--- src/rtl/fb_pkg.sv ---
// Shared constants, types and helpers for the frame-buffer scan-out path.
package fb_pkg;

    localparam int unsigned FB_W_DEF   = 640;
    localparam int unsigned FB_H_DEF   = 360;
    localparam int unsigned R_BITS_DEF = 3;
    localparam int unsigned G_BITS_DEF = 3;
    localparam int unsigned B_BITS_DEF = 2;

    localparam int unsigned PAL_CH_W = 4;

    typedef struct packed {
        logic [PAL_CH_W-1:0] r;
        logic [PAL_CH_W-1:0] g;
        logic [PAL_CH_W-1:0] b;
    } pal_entry_t;

    // Channel values are passed MSB-aligned in a TRUNC_W field; the result
    // holds the top `bits` bits in its LSBs, so any channel width up to
    // TRUNC_W works.
    localparam int unsigned TRUNC_W = 8;

    function automatic logic [TRUNC_W-1:0] trunc_ch(input logic [TRUNC_W-1:0] value,
                                                    input int unsigned       bits);
        return value >> (TRUNC_W - bits);
    endfunction

endpackage

--- src/rtl/fb_palette.sv ---
// Palette register array: one write port, one registered read port with enable.
module fb_palette #(
    parameter int unsigned IDX_W  = 6,
    parameter int unsigned DATA_W = 12
) (
    input  logic              i_clk,
    input  logic              i_rst,
    input  logic              i_we,
    input  logic [IDX_W-1:0]  i_waddr,
    input  logic [DATA_W-1:0] i_wdata,
    input  logic              i_re,
    input  logic [IDX_W-1:0]  i_raddr,
    output logic [DATA_W-1:0] o_rdata
);

    localparam int unsigned DEPTH = 1 << IDX_W;

    logic [DATA_W-1:0] mem_q [DEPTH];
    logic [DATA_W-1:0] rdata_q;

    // Contents are deliberately not reset.
    always_ff @(posedge i_clk) begin
        if (i_we) begin
            mem_q[i_waddr] <= i_wdata;
        end
    end

    // A same-clock write to the read entry is not visible here (old value wins).
    always_ff @(posedge i_clk or posedge i_rst) begin
        if (i_rst) begin
            rdata_q <= '0;
        end else if (i_re) begin
            rdata_q <= mem_q[i_raddr];
        end
    end

    assign o_rdata = rdata_q;

endmodule

--- src/rtl/fb_scanout.sv ---
// Frame-buffer scan-out: incremental VRAM addressing with pixel scaling, double
// buffering, palette lookup and sync delay matched to the 3-strobe colour pipeline.
module fb_scanout
    import fb_pkg::*;
#(
    parameter int unsigned FB_W        = FB_W_DEF,
    parameter int unsigned FB_H        = FB_H_DEF,
    parameter int unsigned SCALE_SHIFT = 0,
    parameter int unsigned ADDR_W      = 19,
    parameter int unsigned IDX_W       = 6,
    parameter int unsigned CH_W        = 4,
    parameter int unsigned R_BITS      = R_BITS_DEF,
    parameter int unsigned G_BITS      = G_BITS_DEF,
    parameter int unsigned B_BITS      = B_BITS_DEF
) (
    input  logic                i_clk,
    input  logic                i_rst,
    input  logic                i_pix_stb,
    input  logic                i_frame_start,
    input  logic                i_active,
    input  logic                i_hs,
    input  logic                i_vs,
    output logic [ADDR_W-1:0]   o_vram_addr,
    input  logic [IDX_W-1:0]    i_vram_data,
    input  logic                i_swap_req,
    output logic                o_swap_ack,
    output logic                o_bank,
    input  logic                i_pal_we,
    input  logic [IDX_W-1:0]    i_pal_addr,
    input  logic [3*CH_W-1:0]   i_pal_data,
    output logic [R_BITS-1:0]   o_r,
    output logic [G_BITS-1:0]   o_g,
    output logic [B_BITS-1:0]   o_b,
    output logic                o_hs,
    output logic                o_vs,
    output logic                o_active
);

    localparam int unsigned PIX_N = FB_W * FB_H;
    localparam int unsigned SUB_W = (SCALE_SHIFT > 0) ? SCALE_SHIFT : 1;

    localparam logic [SUB_W-1:0]  SUB_MAX      = SUB_W'((1 << SCALE_SHIFT) - 1);
    localparam logic [ADDR_W-1:0] BANK1_BASE   = ADDR_W'(PIX_N);
    localparam logic [ADDR_W-1:0] LAST_OFF     = ADDR_W'(PIX_N - 1);
    localparam logic [ADDR_W-1:0] LAST_ROW_OFF = ADDR_W'((FB_H - 1) * FB_W);
    localparam logic [ADDR_W-1:0] ROW_STEP     = ADDR_W'(FB_W);

    // Address generator state.
    logic [ADDR_W-1:0] addr_q, addr_d;
    logic [ADDR_W-1:0] row_base_q, row_base_d;
    logic [SUB_W-1:0]  col_sub_q, col_sub_d;
    logic [SUB_W-1:0]  row_sub_q, row_sub_d;
    logic              done_q, done_d;
    logic              running_q, running_d;
    logic              act_prev_q, act_prev_d;
    logic [ADDR_W-1:0] vram_addr_q, vram_addr_d;

    // Bank swap state.
    logic bank_q, bank_d;
    logic pending_q, pending_d;
    logic ack_q;

    // Colour pipeline.
    logic              act1_q, hs1_q, vs1_q;
    logic              act2_q, hs2_q, vs2_q;
    logic              act3_q, hs3_q, vs3_q;
    logic [IDX_W-1:0]  idx_q;
    logic [3*CH_W-1:0] pal_rdata;
    logic [R_BITS-1:0] r_q, r_d;
    logic [G_BITS-1:0] g_q, g_d;
    logic [B_BITS-1:0] b_q, b_d;
    logic              hs_q, vs_q, active_q;

    logic              fs;
    logic              live;
    logic              swap_now;
    logic [ADDR_W-1:0] base;
    logic [ADDR_W-1:0] last_addr;
    logic [ADDR_W-1:0] last_row;
    logic [ADDR_W-1:0] c_addr;
    logic [ADDR_W-1:0] c_row_base;
    logic [ADDR_W-1:0] next_row_base;
    logic [SUB_W-1:0]  c_col;
    logic [SUB_W-1:0]  c_row;
    logic              c_done;
    logic              col_wrap;
    logic              row_wrap;

    always_comb begin
        fs        = i_pix_stb & i_frame_start;
        swap_now  = fs & (pending_q | i_swap_req);
        bank_d    = bank_q ^ swap_now;
        pending_d = ~swap_now & (pending_q | i_swap_req);
        live      = running_q | fs;
        // Uses the post-swap bank so a swapping frame starts in the new bank.
        base      = bank_d ? BANK1_BASE : '0;
        last_addr = base + LAST_OFF;
        last_row  = base + LAST_ROW_OFF;

        if (fs) begin
            c_addr     = base;
            c_row_base = base;
            c_col      = '0;
            c_row      = '0;
            c_done     = 1'b0;
        end else begin
            c_addr     = addr_q;
            c_row_base = row_base_q;
            c_col      = col_sub_q;
            c_row      = row_sub_q;
            c_done     = done_q;
        end

        addr_d        = c_addr;
        row_base_d    = c_row_base;
        col_sub_d     = c_col;
        row_sub_d     = c_row;
        done_d        = c_done;
        running_d     = live;
        act_prev_d    = act_prev_q;
        vram_addr_d   = vram_addr_q;
        col_wrap      = 1'b0;
        row_wrap      = 1'b0;
        next_row_base = c_row_base + ROW_STEP;

        if (i_pix_stb) begin
            act_prev_d = i_active;
            if (live) begin
                if (fs) begin
                    vram_addr_d = base;
                end
                if (i_active) begin
                    vram_addr_d = c_addr;
                    col_wrap    = (c_col == SUB_MAX);
                    col_sub_d   = col_wrap ? '0 : c_col + 1'b1;
                    if (col_wrap && !c_done && (c_addr != last_addr)) begin
                        addr_d = c_addr + 1'b1;
                    end
                end else if (act_prev_q && !fs) begin
                    row_wrap  = (c_row == SUB_MAX);
                    row_sub_d = row_wrap ? '0 : c_row + 1'b1;
                    col_sub_d = '0;
                    // Past the last stored row: park on the final address.
                    if (c_done || (row_wrap && (c_row_base == last_row))) begin
                        done_d = 1'b1;
                        addr_d = last_addr;
                    end else if (row_wrap) begin
                        row_base_d = next_row_base;
                        addr_d     = next_row_base;
                    end else begin
                        addr_d = c_row_base;
                    end
                end
            end
        end
    end

    always_ff @(posedge i_clk or posedge i_rst) begin
        if (i_rst) begin
            addr_q      <= '0;
            row_base_q  <= '0;
            col_sub_q   <= '0;
            row_sub_q   <= '0;
            done_q      <= 1'b0;
            running_q   <= 1'b0;
            act_prev_q  <= 1'b0;
            vram_addr_q <= '0;
            bank_q      <= 1'b0;
            pending_q   <= 1'b0;
            ack_q       <= 1'b0;
        end else begin
            addr_q      <= addr_d;
            row_base_q  <= row_base_d;
            col_sub_q   <= col_sub_d;
            row_sub_q   <= row_sub_d;
            done_q      <= done_d;
            running_q   <= running_d;
            act_prev_q  <= act_prev_d;
            vram_addr_q <= vram_addr_d;
            bank_q      <= bank_d;
            pending_q   <= pending_d;
            ack_q       <= swap_now;
        end
    end

    fb_palette #(
        .IDX_W  (IDX_W),
        .DATA_W (3 * CH_W)
    ) u_palette (
        .i_clk   (i_clk),
        .i_rst   (i_rst),
        .i_we    (i_pal_we),
        .i_waddr (i_pal_addr),
        .i_wdata (i_pal_data),
        .i_re    (i_pix_stb),
        .i_raddr (idx_q),
        .o_rdata (pal_rdata)
    );

    always_comb begin
        r_d = '0;
        g_d = '0;
        b_d = '0;
        if (act3_q) begin
            r_d = R_BITS'(trunc_ch(TRUNC_W'(pal_rdata[3*CH_W-1 -: CH_W]) << (TRUNC_W - CH_W),
                                   R_BITS));
            g_d = G_BITS'(trunc_ch(TRUNC_W'(pal_rdata[2*CH_W-1 -: CH_W]) << (TRUNC_W - CH_W),
                                   G_BITS));
            b_d = B_BITS'(trunc_ch(TRUNC_W'(pal_rdata[CH_W-1 -: CH_W]) << (TRUNC_W - CH_W),
                                   B_BITS));
        end
    end

    // Until the first frame start after reset the active flag is forced low.
    always_ff @(posedge i_clk or posedge i_rst) begin
        if (i_rst) begin
            act1_q   <= 1'b0;
            hs1_q    <= 1'b0;
            vs1_q    <= 1'b0;
            act2_q   <= 1'b0;
            hs2_q    <= 1'b0;
            vs2_q    <= 1'b0;
            idx_q    <= '0;
            act3_q   <= 1'b0;
            hs3_q    <= 1'b0;
            vs3_q    <= 1'b0;
            r_q      <= '0;
            g_q      <= '0;
            b_q      <= '0;
            hs_q     <= 1'b0;
            vs_q     <= 1'b0;
            active_q <= 1'b0;
        end else if (i_pix_stb) begin
            act1_q   <= i_active & live;
            hs1_q    <= i_hs;
            vs1_q    <= i_vs;
            act2_q   <= act1_q;
            hs2_q    <= hs1_q;
            vs2_q    <= vs1_q;
            idx_q    <= i_vram_data;
            act3_q   <= act2_q;
            hs3_q    <= hs2_q;
            vs3_q    <= vs2_q;
            r_q      <= r_d;
            g_q      <= g_d;
            b_q      <= b_d;
            hs_q     <= hs3_q;
            vs_q     <= vs3_q;
            active_q <= act3_q;
        end
    end

    assign o_vram_addr = vram_addr_q;
    assign o_swap_ack  = ack_q;
    assign o_bank      = bank_q;
    assign o_r         = r_q;
    assign o_g         = g_q;
    assign o_b         = b_q;
    assign o_hs        = hs_q;
    assign o_vs        = vs_q;
    assign o_active    = active_q;

endmodule

--- config.mk ---
export PLATFORM = sky130hd
export DESIGN_NAME = fb_scanout
export DESIGN_NICKNAME = d
export VERILOG_FILES = /design/src/rtl/fb_pkg.sv /design/src/rtl/fb_palette.sv /design/src/rtl/fb_scanout.sv
export SDC_FILE = /design/constraint.sdc
export NUM_CORES = 1
export LEC_CHECK = 0
export ABC_AREA = 1
export ABC_CLOCK_PERIOD_IN_PS = 4900
export BUFFER_PORTS_ARGS = -buffer_cell sky130_fd_sc_hd__buf_2
export CORE_MARGIN = 3
export CORE_UTILIZATION = 40
export DETAILED_ROUTE_END_ITERATION = 10
export GPL_TIMING_DRIVEN = 0
export HOLD_SLACK_MARGIN = 0.15
export PLACE_DENSITY = 0.52
export SLEW_MARGIN = 0
export SYNTH_ARGS = -nofsm -noshare
export SYNTH_HDL_FRONTEND = slang
export SYNTH_SLANG_ARGS = --single-unit
export TNS_END_PERCENT = 50
--- constraint.sdc ---
create_clock -name i_clk -period 4.9 [get_ports i_clk]
set_clock_uncertainty 0.1 [all_clocks]
set_input_delay 1.47 -clock i_clk [delete_from_list [all_inputs] [get_ports i_clk]]
set_output_delay 1.47 -clock i_clk [all_outputs]
set_load 0.01 [all_outputs]
==> summary.md, run 1 <==
| Metric | Value |
|---|---|
| Total power | `12630 µW` |
| Layout fillers | `between 5000 and 6000` |
| H-Tree Depth | `3` |
| Syn_nets | `about 2400` |
| FF/Latch Area | `roughly 18000 µm²` |
| Drt drc | `0` |
| Mapped Area | `~26000 µm²` |
| # diodes | `0` |
| Final Non-Filler Cells | `3382` |
| # Post-CTS Setup Buffers | `0` |
| Pwr dens | `approximately 430 nW/µm²` |
| Synth Area in Adders | `less than 1%` |
| Slew margin rel. | `under 10%` |
| Crit share post-route | `about four fifths` |
| Clock Path Buffers | `3` |
| Commonest non-fill, non-tap cells in the layout | `edfxtp_1, nor2_1, nand2_1, o21ai_0, o22ai_1` |
| Wire length per cell | `about 25 µm` |
| DP HPWL | `between 50000 and 60000 µm` |
| Gate Count Post-Synth | `approximately 2400` |
| Status | `completed` |
| Met1 Use GR | `roughly 34%` |
| Compound-Gate Fraction of Synth Area | `between 10% and 20%` |
| Starting density of the core | `40.74%` |
| Leakage | `about 0.011 µW` |
| Finish-stage setup viols | `0` |
| Fmax | `0.2545 GHz` |
| First-pass GRT wire length | `roughly 120000 µm` |
| Final Wtd Congestion | `0.9719` |
| Root buf cell | `clkbuf_16` |
| RR Endpoint | `u_palette.o_rdata[7]` |
| Cts bufs inserted | `69` |
| Core ar. | `63660 µm²` |
| Crit path kind | `in2reg` |
| Leading cell type in the layout, fill and taps excluded | `edfxtp_1` |
| Die ar. | `67920 µm²` |
| Worst hold path class | `reg2reg` |
| Seq cells post-synth | `a little over 600` |
| Routed via count | `18990` |
| Max-cap violation count | `0` |
| Critical Path Sink | `addr_q[11]` |
| Pin count of the biggest net entering global routing | `between 60 and 70` |
| CP Max Fanout | `10` |
| Sequential-to-total area share from yosys stat | `68.84%` |
| Clk Latency, worst-skew pair | `between 600 and 700 ps` |
| Vias in the first global route | `around 18000` |
| Minimum clock period | `slightly below 4000 ps` |
| Post-CTS Resized | `0` |
| Die H | `260.6 µm` |
| Crit path required time | `~5300 ps` |
| Share of cells above drive strength 1 | `9.740%` |
| Simple-Gate Fraction of Synth Area | `around 15%` |
| Post-Place Cells | `between 3000 and 4000` |
| Port-buffer cells | `58` |
| Worst R2R Start | `idx_q[1]` |
| Critical Path Start | `i_frame_start` |
| Total Wirelength | `about 84000 µm` |
| GR Overflow Total | `0` |
| Worst-Margin Slew | `approximately 1400 ps` |
| CP Launch Type | `input pin` |
| Area of the multi-input gates | `7051 µm²` |
| Max IR drop VDD | `about 0.00032 V` |
| Die Width | `roughly 260 µm` |
| Worst EP arrival | `between 4000 and 5000 ps` |
| R2R cell count | `9` |
| All-Layer GR Usage | `around 25%` |
| GR Util met3 | `between 4 and 5%` |
| Post-CTS Hold Buffers | `0` |
| Post-Synth XOR/XNOR Area | `less than 1%` |
| # clock sinks | `611` |
| Crit end category | `register` |
| Setup_tns | `0 ps` |
| Worst hold start | `o_g[2]` |
| GRT met2 Usage | `39.30%` |
| GRT busiest layer | `met2` |
| Post-synthesis mux area share | `0%` |
| Initial antenna violation count | `0` |
| IO Count | `65` |
| RSZ-0062 raised after global routing | `false` |
| Area Growth Syn to Fin | `14.11%` |
| Length of the first detailed-routing pass in iterations | `7` |
| CTS tree | `built` |
| Rows | `92` |
| Worst-path clk slew | `about 60 ps` |
| Final hold vios | `0` |
| Syn. warnings | `0` |
| Avg Inst Size Synth | `about 11 µm²` |
| Nets | `~2500` |
| Final ANT Viol Nets | `0` |
| Via density | `5.616` |
| Slew Limit Fails | `0` |
| Synth unique cells | `42` |
| Reg2reg setup slack | `1590 ps` |
| Largest family of logic cells by synthesized area | `simple AND/OR/NAND/NOR gates` |
| DR iter-0 viols | `~1900` |
==> final cells by class <==
cell class	instances	area share, %
tap	846	3.577
inverter	108	1.395
multi-input combinational	1496	23.83
clock buffer	83	6.190
timing repair buffer	59	1.099
clock inverter	41	1.488
buffer	138	2.093
sequential	611	60.33
==> cells by family after synthesis <==
logic type | Yosys count
AND/OR/NAND/NOR | 919
flip-flops | 611
AO/OA/AOI/OAI | 560
buffers and inverters | 246
XOR/XNOR | 15
adder cells (fa/ha/maj) | 2
==> flip-flops by register name, summed over array words and instances (netlist names), 2 cells and up <==
signal / count
u_palette.mem_q: 512
o_vram_addr: 19
idx_q: 6
o_g: 3
row_base_q: 19
o_r: 3
o_b: 2
addr_q: 19
u_palette.o_rdata: 8
==> how the worst min path moves through the flow <==
| stage | end | slack [ps] | cells after the start |
|---|---|---|---|
| after global placement | o_hs | 370 | 2 |
| final | o_g[2] | 370 | 2 |
| after global routing | o_g[2] | 390 | 2 |
| after floorplan | act1_q | 350 | 2 |
| after CTS | o_g[2] | 380 | 2 |
| after detailed placement | act1_q | 370 | 2 |
==> synthesized netlist by cell type, drive strengths merged <==
library cell / n / area share [%]
nand4: 20 / 0.48
nor3: 6 / 0.17
or2: 4 / 0.097
o21bai: 1 / 0.029
o21a: 1 / 0.029
xor2: 11 / 0.37
o21ai: 356 / 6.9
o22ai: 129 / 3.1
dfrtp: 99 / 9.6
clkbuf: 95 / 1.4
inv: 104 / 1.5
nor2: 426 / 6.4
ha: 2 / 0.096
a21oi: 43 / 0.83
xnor2: 4 / 0.14
nand3: 111 / 2.3
nand2: 352 / 5.4
o211ai: 21 / 0.63
a21boi: 8 / 0.25
a22oi: 1 / 0.029
buf: 43 / 1.0
edfxtp: 512 / 59
clkinv: 4 / 0.058
==> worst max-delay path, stage by stage <==
cell	delay [ps]
buf_2	130
nand2_8	160
buf_8	180
buf_8	170
nand2_2	120
inv_1	210
ha_1	240
nand2_1	100
nor2_4	200
inv_2	60
nor2_2	110
nand2_1	160
nor2_2	150
nand3_2	130
nand2_4	170
inv_2	80
buf_6	150
o21ai_1	120
nand2_1	100
a21boi_1	150
==> routing by layer <==
metal / vias up / wire length (µm)
li1: 8577 / -
met1: 9477 / 36320
met2: 771 / 38860
met3: 169 / 6005
met4: 0 / 3027
met5: - / 0
==> through the flow <==
| step | utilization, % | worst slack, ps | hold slack (ps) | cell area (µm²) |
|---|---|---|---|---|
| after floorplan | - | 739.6 | 350.4 | 25930 |
| after global routing | 46.49 | 730.8 | 390.8 | 29590 |
| after detailed placement | 42.90 | 378.4 | 368.1 | 27310 |
| final | 46.49 | 971.2 | 371.6 | 29590 |
| after CTS | 46.47 | 1030 | 377.2 | 29580 |
| after global placement | 42.86 | -643.7 | 365.6 | 27280 |
==> power by group <==
group | switching, µW | internal (µW) | leakage, µW
sequential | 72.7 | 5780 | 0.00585
clock | 2120 | 3140 | 0.00110
combinational | 1120 | 398 | 0.00361
total | 3320 | 9320 | 0.0106
Note: power is estimated with default switching activity, not from simulation.
==> run 2: changes to the inputs <==
--- a/config.mk
+++ b/config.mk
@@ -6,14 +6,14 @@
 export NUM_CORES = 1
 export LEC_CHECK = 0
 export ABC_AREA = 1
-export ABC_CLOCK_PERIOD_IN_PS = 4900
+export ABC_CLOCK_PERIOD_IN_PS = 3600
 export BUFFER_PORTS_ARGS = -buffer_cell sky130_fd_sc_hd__buf_2
 export CORE_MARGIN = 3
 export CORE_UTILIZATION = 40
 export DETAILED_ROUTE_END_ITERATION = 10
 export GPL_TIMING_DRIVEN = 0
 export HOLD_SLACK_MARGIN = 0.15
-export PLACE_DENSITY = 0.52
+export PLACE_DENSITY = 0.54
 export SLEW_MARGIN = 0
 export SYNTH_ARGS = -nofsm -noshare
 export SYNTH_HDL_FRONTEND = slang
==> constraint.sdc (replaced) <==
create_clock -name i_clk -period 3.6 [get_ports i_clk]
set_clock_uncertainty 0.1 [all_clocks]
set_input_delay 1.08 -clock i_clk [delete_from_list [all_inputs] [get_ports i_clk]]
set_output_delay 1.08 -clock i_clk [all_outputs]
set_load 0.01 [all_outputs]
==> run 2 against run 1 <==
Effect of this change:
- utilization is 0.19 points lower
- critical endpoint is now addr_q[13]
- critical path type unchanged
- via count hardly changed
- non-clock buffer count is 6 higher
- sequential power is 36% higher
- largest cell class unchanged
==> summary.md, run 2 (synthesis results as in run 1) <==
| Metric | Value |
|---|---|
| Status | `completed` |
| Worst-Margin Slew | `1413 ps (+37.28 ps)` |
| H-Tree Depth | `3 (unchanged)` |
| Reg2reg setup slack | `260 ps (-1330 ps)` |
| Finish-stage setup viols | `0 (unchanged)` |
| CP Max Fanout | `10 (unchanged)` |
| Commonest non-fill, non-tap cells in the layout | `edfxtp_1, nor2_1, nand2_1, o21ai_0, o22ai_1` |
| Crit share post-route | `94.41%` |
| Final hold vios | `0 (unchanged)` |
| Share of cells above drive strength 1 | `9.638% (-0.10 points)` |
| Starting density of the core | `40.74% (unchanged)` |
| Slew margin rel. | `5.485% (-2.8 points)` |
| Wire length per cell | `24.78 µm (-0.47%)` |
| First-pass GRT wire length | `123600 µm (+1.1%)` |
| DP HPWL | `57150 µm (+0.27%)` |
| Worst R2R Start | `idx_q[1]` |
| Leakage | `0.01050 µW (-0.57%)` |
| Crit end category | `register` |
| Root buf cell | `clkbuf_16` |
| Worst hold start | `o_active` |
| RR Endpoint | `u_palette.o_rdata[7]` |
| Final ANT Viol Nets | `0 (unchanged)` |
| Fmax | `0.2942 GHz` |
| Port-buffer cells | `58 (unchanged)` |
| WHS Path Cells | `2 (unchanged)` |
| Max-cap violation count | `0 (unchanged)` |
| Max reg flops | `512 (unchanged)` |
| Slew Limit Fails | `0 (unchanged)` |
| Length of the first detailed-routing pass in iterations | `5 (-2)` |
| Min Hold Slack | `374.8 ps (+3.278 ps)` |
| # diodes | `0 (unchanged)` |
| Total Wirelength | `83970 µm (-0.29%)` |
| CP Launch Type | `input pin` |
| Worst-path clk slew | `60 ps (about the same)` |
| Via density | `5.607 (-0.17%)` |
| DR iter-0 viols | `2211 (+15%)` |
| Worst EP arrival | `3820 ps (-540 ps)` |
| Initial antenna violation count | `1 (+1)` |
| Clk Latency, worst-skew pair | `600 ps (-20 ps)` |
| Core ar. | `63660 µm² (unchanged)` |
| Final Wtd Congestion | `0.9341 (-3.9%)` |
| WHS Endpoint | `o_active` |
| Crit path required time | `4020 ps (-1310 ps)` |
| Worst hold path class | `reg2reg` |
| Leading cell type in the layout, fill and taps excluded | `edfxtp_1` |
| Nets | `2523 (+0.20%)` |
| CTS tree | `built` |
| Largest Register | `u_palette.mem_q` |
| All-Layer GR Usage | `24.88% (+0.15 points)` |
| GR Overflow Total | `0 (unchanged)` |
| Final Util | `46.30% (-0.19 points)` |
| Pwr dens | `565.1 nW/µm² (+32%)` |
| Die ar. | `67920 µm² (unchanged)` |
| Drt drc | `0 (unchanged)` |
| Die H | `260.6 µm (unchanged)` |
| Vias in the first global route | `18390 (+0.83%)` |
| IO Count | `65 (unchanged)` |
| Die Width | `260.6 µm (unchanged)` |
| Clock Path Buffers | `3 (unchanged)` |
| Post-CTS Hold Buffers | `0 (unchanged)` |
| Routed via count | `19000 (+0.0053%)` |
| # clock sinks | `611 (unchanged)` |
| Crit path kind | `in2reg` |
| Pin count of the biggest net entering global routing | `65 (unchanged)` |
| Rows | `92 (unchanged)` |
| Minimum clock period | `around 3400 ps` |
| Area Growth Syn to Fin | `13.65%` |
| Layout fillers | `5910 (+0.54%)` |
| R2R cell count | `9 (unchanged)` |
| Max IR drop VDD | `0.0003746 V (+18%)` |
| Cts bufs inserted | `68 (-1.4%)` |
## run 2: cell types whose count changed in the layout (fill, tap and decap cells not counted), sizes merged
cell	change
bufinv	-7
clkinv	-1
buf	+6
inv	-4
clkbuf	+12
## run 2: power breakdown
group | internal (µW) | switching (µW) | total (µW)
clock network | 3800 | 2830 | 6630
registers | 7860 | 98.5 | 7960
logic | 545 | 1520 | 2060
total | 12200 | 4450 | 16700
## run 2: how the worst max path moves through the flow
stage | start | to | cells after the start
2_1_floorplan | i_pix_stb | addr_q[12] | 20
4_1_cts | i_frame_start | addr_q[11] | 20
6_report | i_frame_start | addr_q[13] | 20
3_3_place_gp | i_frame_start | addr_q[9] | 21
3_5_place_dp | i_frame_start | addr_q[11] | 20
5_1_grt | i_frame_start | addr_q[11] | 20
## run 2: final cells by class
class	count	area, µm²	area share [%]
plain buffers	138	619.3	2.101
clock buffers	95	1877	6.368
clock inverters	29	212.7	0.7217
inverters	108	414.1	1.405
multi-input cells	1496	7053	23.93
flip-flops and latches	611	17850	60.57
well taps	846	1059	3.592
repair buffers	65	385.4	1.308
## run 2: through the flow
stage	TNS [ps]	instances	setup slack [ps]	total power, µW	instance area [µm²]
4_1_cts	0	3383	120.3	16750	29410
3_5_place_dp	-7699	3259	-521.9	10140	27330
6_report	0	3388	201.4	16650	29470
5_1_grt	-1.120	3388	-1.120	17260	29470
2_1_floorplan	0	2353	214.3	9267	25940
3_3_place_gp	-7547	3257	-492.3	10120	27280
## run 2: timing repair
| action | 4_1_cts | 5_1_grt |
|---|---|---|
| setup buffers | 0 | 4 |
| resized for setup | 0 | 2 |
| setup endpoints to repair | 0 | 12 |
## run 2: per-layer routing
layer | share of wire, % | vias up | track usage [%]
li1 | - | 8602 | -
met1 | 42 | 9388 | 34.44
met2 | 47 | 852 | 40.82
met3 | 8.1 | 153 | 3.668
met4 | 2.7 | 0 | 7.386
met5 | 0 | - | 0
## run 2: critical path, cell delays in order
cell      delay [ps]
buf_2            130
nand2_8          150
buf_8            180
buf_8            170
nand2_2          130
inv_2            150
ha_1             230
nand2_1          110
nor2_4           190
inv_2             60
nor2_2           130
nand2_2          110
nor2_2           130
nand3_2          120
nand2_4          140
inv_2             70
buf_6            150
o21ai_1          120
nand2_1          100
a21boi_1         150
==> run 3: changes to the inputs <==
--- a/config.mk
+++ b/config.mk
@@ -9,11 +9,11 @@
 export ABC_CLOCK_PERIOD_IN_PS = 3600
 export BUFFER_PORTS_ARGS = -buffer_cell sky130_fd_sc_hd__buf_2
 export CORE_MARGIN = 3
-export CORE_UTILIZATION = 40
+export CORE_UTILIZATION = 56
 export DETAILED_ROUTE_END_ITERATION = 10
 export GPL_TIMING_DRIVEN = 0
 export HOLD_SLACK_MARGIN = 0.15
-export PLACE_DENSITY = 0.54
+export PLACE_DENSITY = 0.72
 export SLEW_MARGIN = 0
 export SYNTH_ARGS = -nofsm -noshare
 export SYNTH_HDL_FRONTEND = slang
==> run 3 against run 2 <==
Effect of this change:
- global-route usage rose by 5.9 points
- via count is 1.6% higher
- non-clock buffer count fell by 5
- final area down 1.2%
- sequential cell count is the same
- critical path type unchanged
- highest routed layer unchanged
- power shrank 0.32%
- clock power about the same
- critical path depth stayed put
- sequential share of layout area rose by 0.72 points
- combinational power is essentially flat
- final cell count fell by 7.7%
- clock-buffer cell count fell by 11
==> summary.md, run 3 (synthesis results as in run 1) <==
| Metric | Value |
|---|---|
| Root buf cell | `clkbuf_16` |
| Placement Setup Slack | `-453.1 ps (+68.78 ps)` |
| Fmax | `0.2966 GHz (+0.81%)` |
| Final setup margin | `228.7 ps (+27.34 ps)` |
| Commonest non-fill, non-tap cells in the layout | `edfxtp_1, nor2_1, nand2_1, o21ai_0, o22ai_1` |
| Area Growth Syn to Fin | `12.32%` |
| FF/Latch Area | `17850 µm² (unchanged)` |
| Worst EP arrival | `3810 ps (about the same)` |
| Wire length per cell | `24.49 µm (-1.2%)` |
| Core ar. | `45580 µm² (-28%)` |
| Initial antenna violation count | `1 (unchanged)` |
| DP HPWL | `51700 µm (-9.5%)` |
| Final hold vios | `0 (unchanged)` |
| Slew Limit Fails | `0 (unchanged)` |
| Via density | `6.167 (+10%)` |
| Min Hold Slack | `379.8 ps (+4.962 ps)` |
| Leakage | `0.01047 µW (-0.32%)` |
| Status | `completed` |
| Setup_tns | `0 ps (unchanged)` |
| Worst-path clk slew | `60 ps (about the same)` |
| Final Wtd Congestion | `1.051 (+12%)` |
| Routed via count | `19290 (+1.6%)` |
| Drt drc | `0 (unchanged)` |
| Pwr dens | `569.9 nW/µm² (+0.86%)` |
| Max-cap violation count | `0 (unchanged)` |
| H-Tree Depth | `2 (-1)` |
| Worst-Margin Slew | `1369 ps (-43.13 ps)` |
| Port-buffer cells | `58 (unchanged)` |
| All-Layer GR Usage | `30.79% (+5.9 points)` |
| Crit path kind | `in2reg` |
| IO Count | `65 (unchanged)` |
| # Post-CTS Setup Buffers | `0 (unchanged)` |
| CTS tree | `built` |
| Pin count of the biggest net entering global routing | `65 (unchanged)` |
| Die ar. | `48930 µm² (-28%)` |
| Die Width | `221.2 µm (-15%)` |
| Slew margin rel. | `8.708% (+3.2 points)` |
| Crit path required time | `4040 ps (+20 ps)` |
| Starting density of the core | `56.90% (+16 points)` |
| Max IR drop VDD | `0.0005236 V (+40%)` |
| Cts bufs inserted | `61 (-10%)` |
| Length of the first detailed-routing pass in iterations | `6 (+1)` |
| Largest Register | `u_palette.mem_q` |
| Clock Path Buffers | `3 (unchanged)` |
| Nets | `2511 (-0.48%)` |
| CP Max Fanout | `10 (unchanged)` |
| Die H | `221.2 µm (-15%)` |
| GR Overflow Total | `0 (unchanged)` |
| First-pass GRT wire length | `113800 µm (-7.9%)` |
| RSZ-0062 raised after global routing | `false` |
| DR iter-0 viols | `2739 (+24%)` |
| # diodes | `0 (unchanged)` |
| Leading cell type in the layout, fill and taps excluded | `edfxtp_1` |
| Share of cells above drive strength 1 | `9.850% (+0.21 points)` |
| Minimum clock period | `3371 ps (-27.34 ps)` |
| Layout fillers | `3477 (-41%)` |
| Worst hold path class | `reg2reg` |
| Crit share post-route | `93.65% (-0.76 points)` |
| Crit end category | `register` |
| Clk Latency, worst-skew pair | `660 ps (+60 ps)` |
| Finish-stage setup viols | `0 (unchanged)` |
| Final ANT Viol Nets | `0 (unchanged)` |
| Area of the multi-input gates | `7053 µm² (unchanged)` |
| # clock sinks | `611 (unchanged)` |
| Max reg flops | `512 (unchanged)` |
| Rows | `78 (-15%)` |
| Total Wirelength | `76590 µm (-8.8%)` |
| Vias in the first global route | `18460 (+0.41%)` |
| CP Launch Type | `input pin` |
-- run 3: changes by cell type in the layout (fill, tap and decap cells not counted), moves of 3 or more --
cell        before  now
clkbuf_8         1    6
inv_6            4    1
clkinv_1        19   10
buf_4            7    1
clkbuf_16       71   64
clkbuf_1       118  109
bufinv_16        2    6
clkinvlp_4       2    7
-- run 3: final timing paths --
path                               start                    to  slack, ps  depth (start not counted)
max                        i_frame_start            addr_q[11]        230                         20
min in group asynchronous          i_rst        row_base_q[14]        400                          2
max in group asynchronous          i_rst             running_q       2420                          3
min                               act1_q                act2_q        380                          2
min reg2reg                       act1_q                act2_q        380                          2
max reg2reg                     idx_q[1]  u_palette.o_rdata[7]        320                          9
-- run 3: layout make-up --
type                       instances  area share (%)
sequential                       611           61.29
clock buffer                      84           5.962
buffer                           138           2.126
timing repair buffer              60           1.134
clock inverter                    31           1.276
tap                              600           2.577
inverter                         108           1.422
multi-input combinational       1496           24.21
-- run 3: timing repair --
action / CTS / global route
setup endpoints to repair: 0 / 10
resized for setup: 0 / 2
hold buffers: 0 / 0
-- run 3: layer usage --
layer  wire, µm  global-route usage, %
met1      29190                  42.25
met2      34840                  48.07
met3       8793                  6.646
met4       3772                  13.46
met5          0                      0
-- run 3: metrics by stage --
stage	std cells	total power [µW]	utilization, %	instance area (µm²)
finish	3128	16600	63.91	29130
CTS	3128	16550	63.90	29130
global placement	3011	10020	59.19	26980
detailed placement	3013	10060	59.28	27020
floorplan	2353	9267	-	25940
global route	3128	17090	63.91	29130
-- run 3: worst max-delay path: stages --
cell and delay [ps]:
buf_2 130, nand2_8 160, buf_8 180, buf_8 170, nand2_2 130, inv_2 150
ha_1 210, nand2_1 100, nor2_4 200, inv_2 60, nor2_2 130, nand2_2 110
nor2_2 130, nand3_2 120, nand2_4 160, inv_2 80, buf_6 150, o21ai_1 120
nand2_1 90, a21boi_1 150
-- run 3: report_power, final --
part | internal [µW] | switching (µW)
combinational | 542 | 1480
sequential | 7860 | 100
clock | 3830 | 2790
total | 12200 | 4370
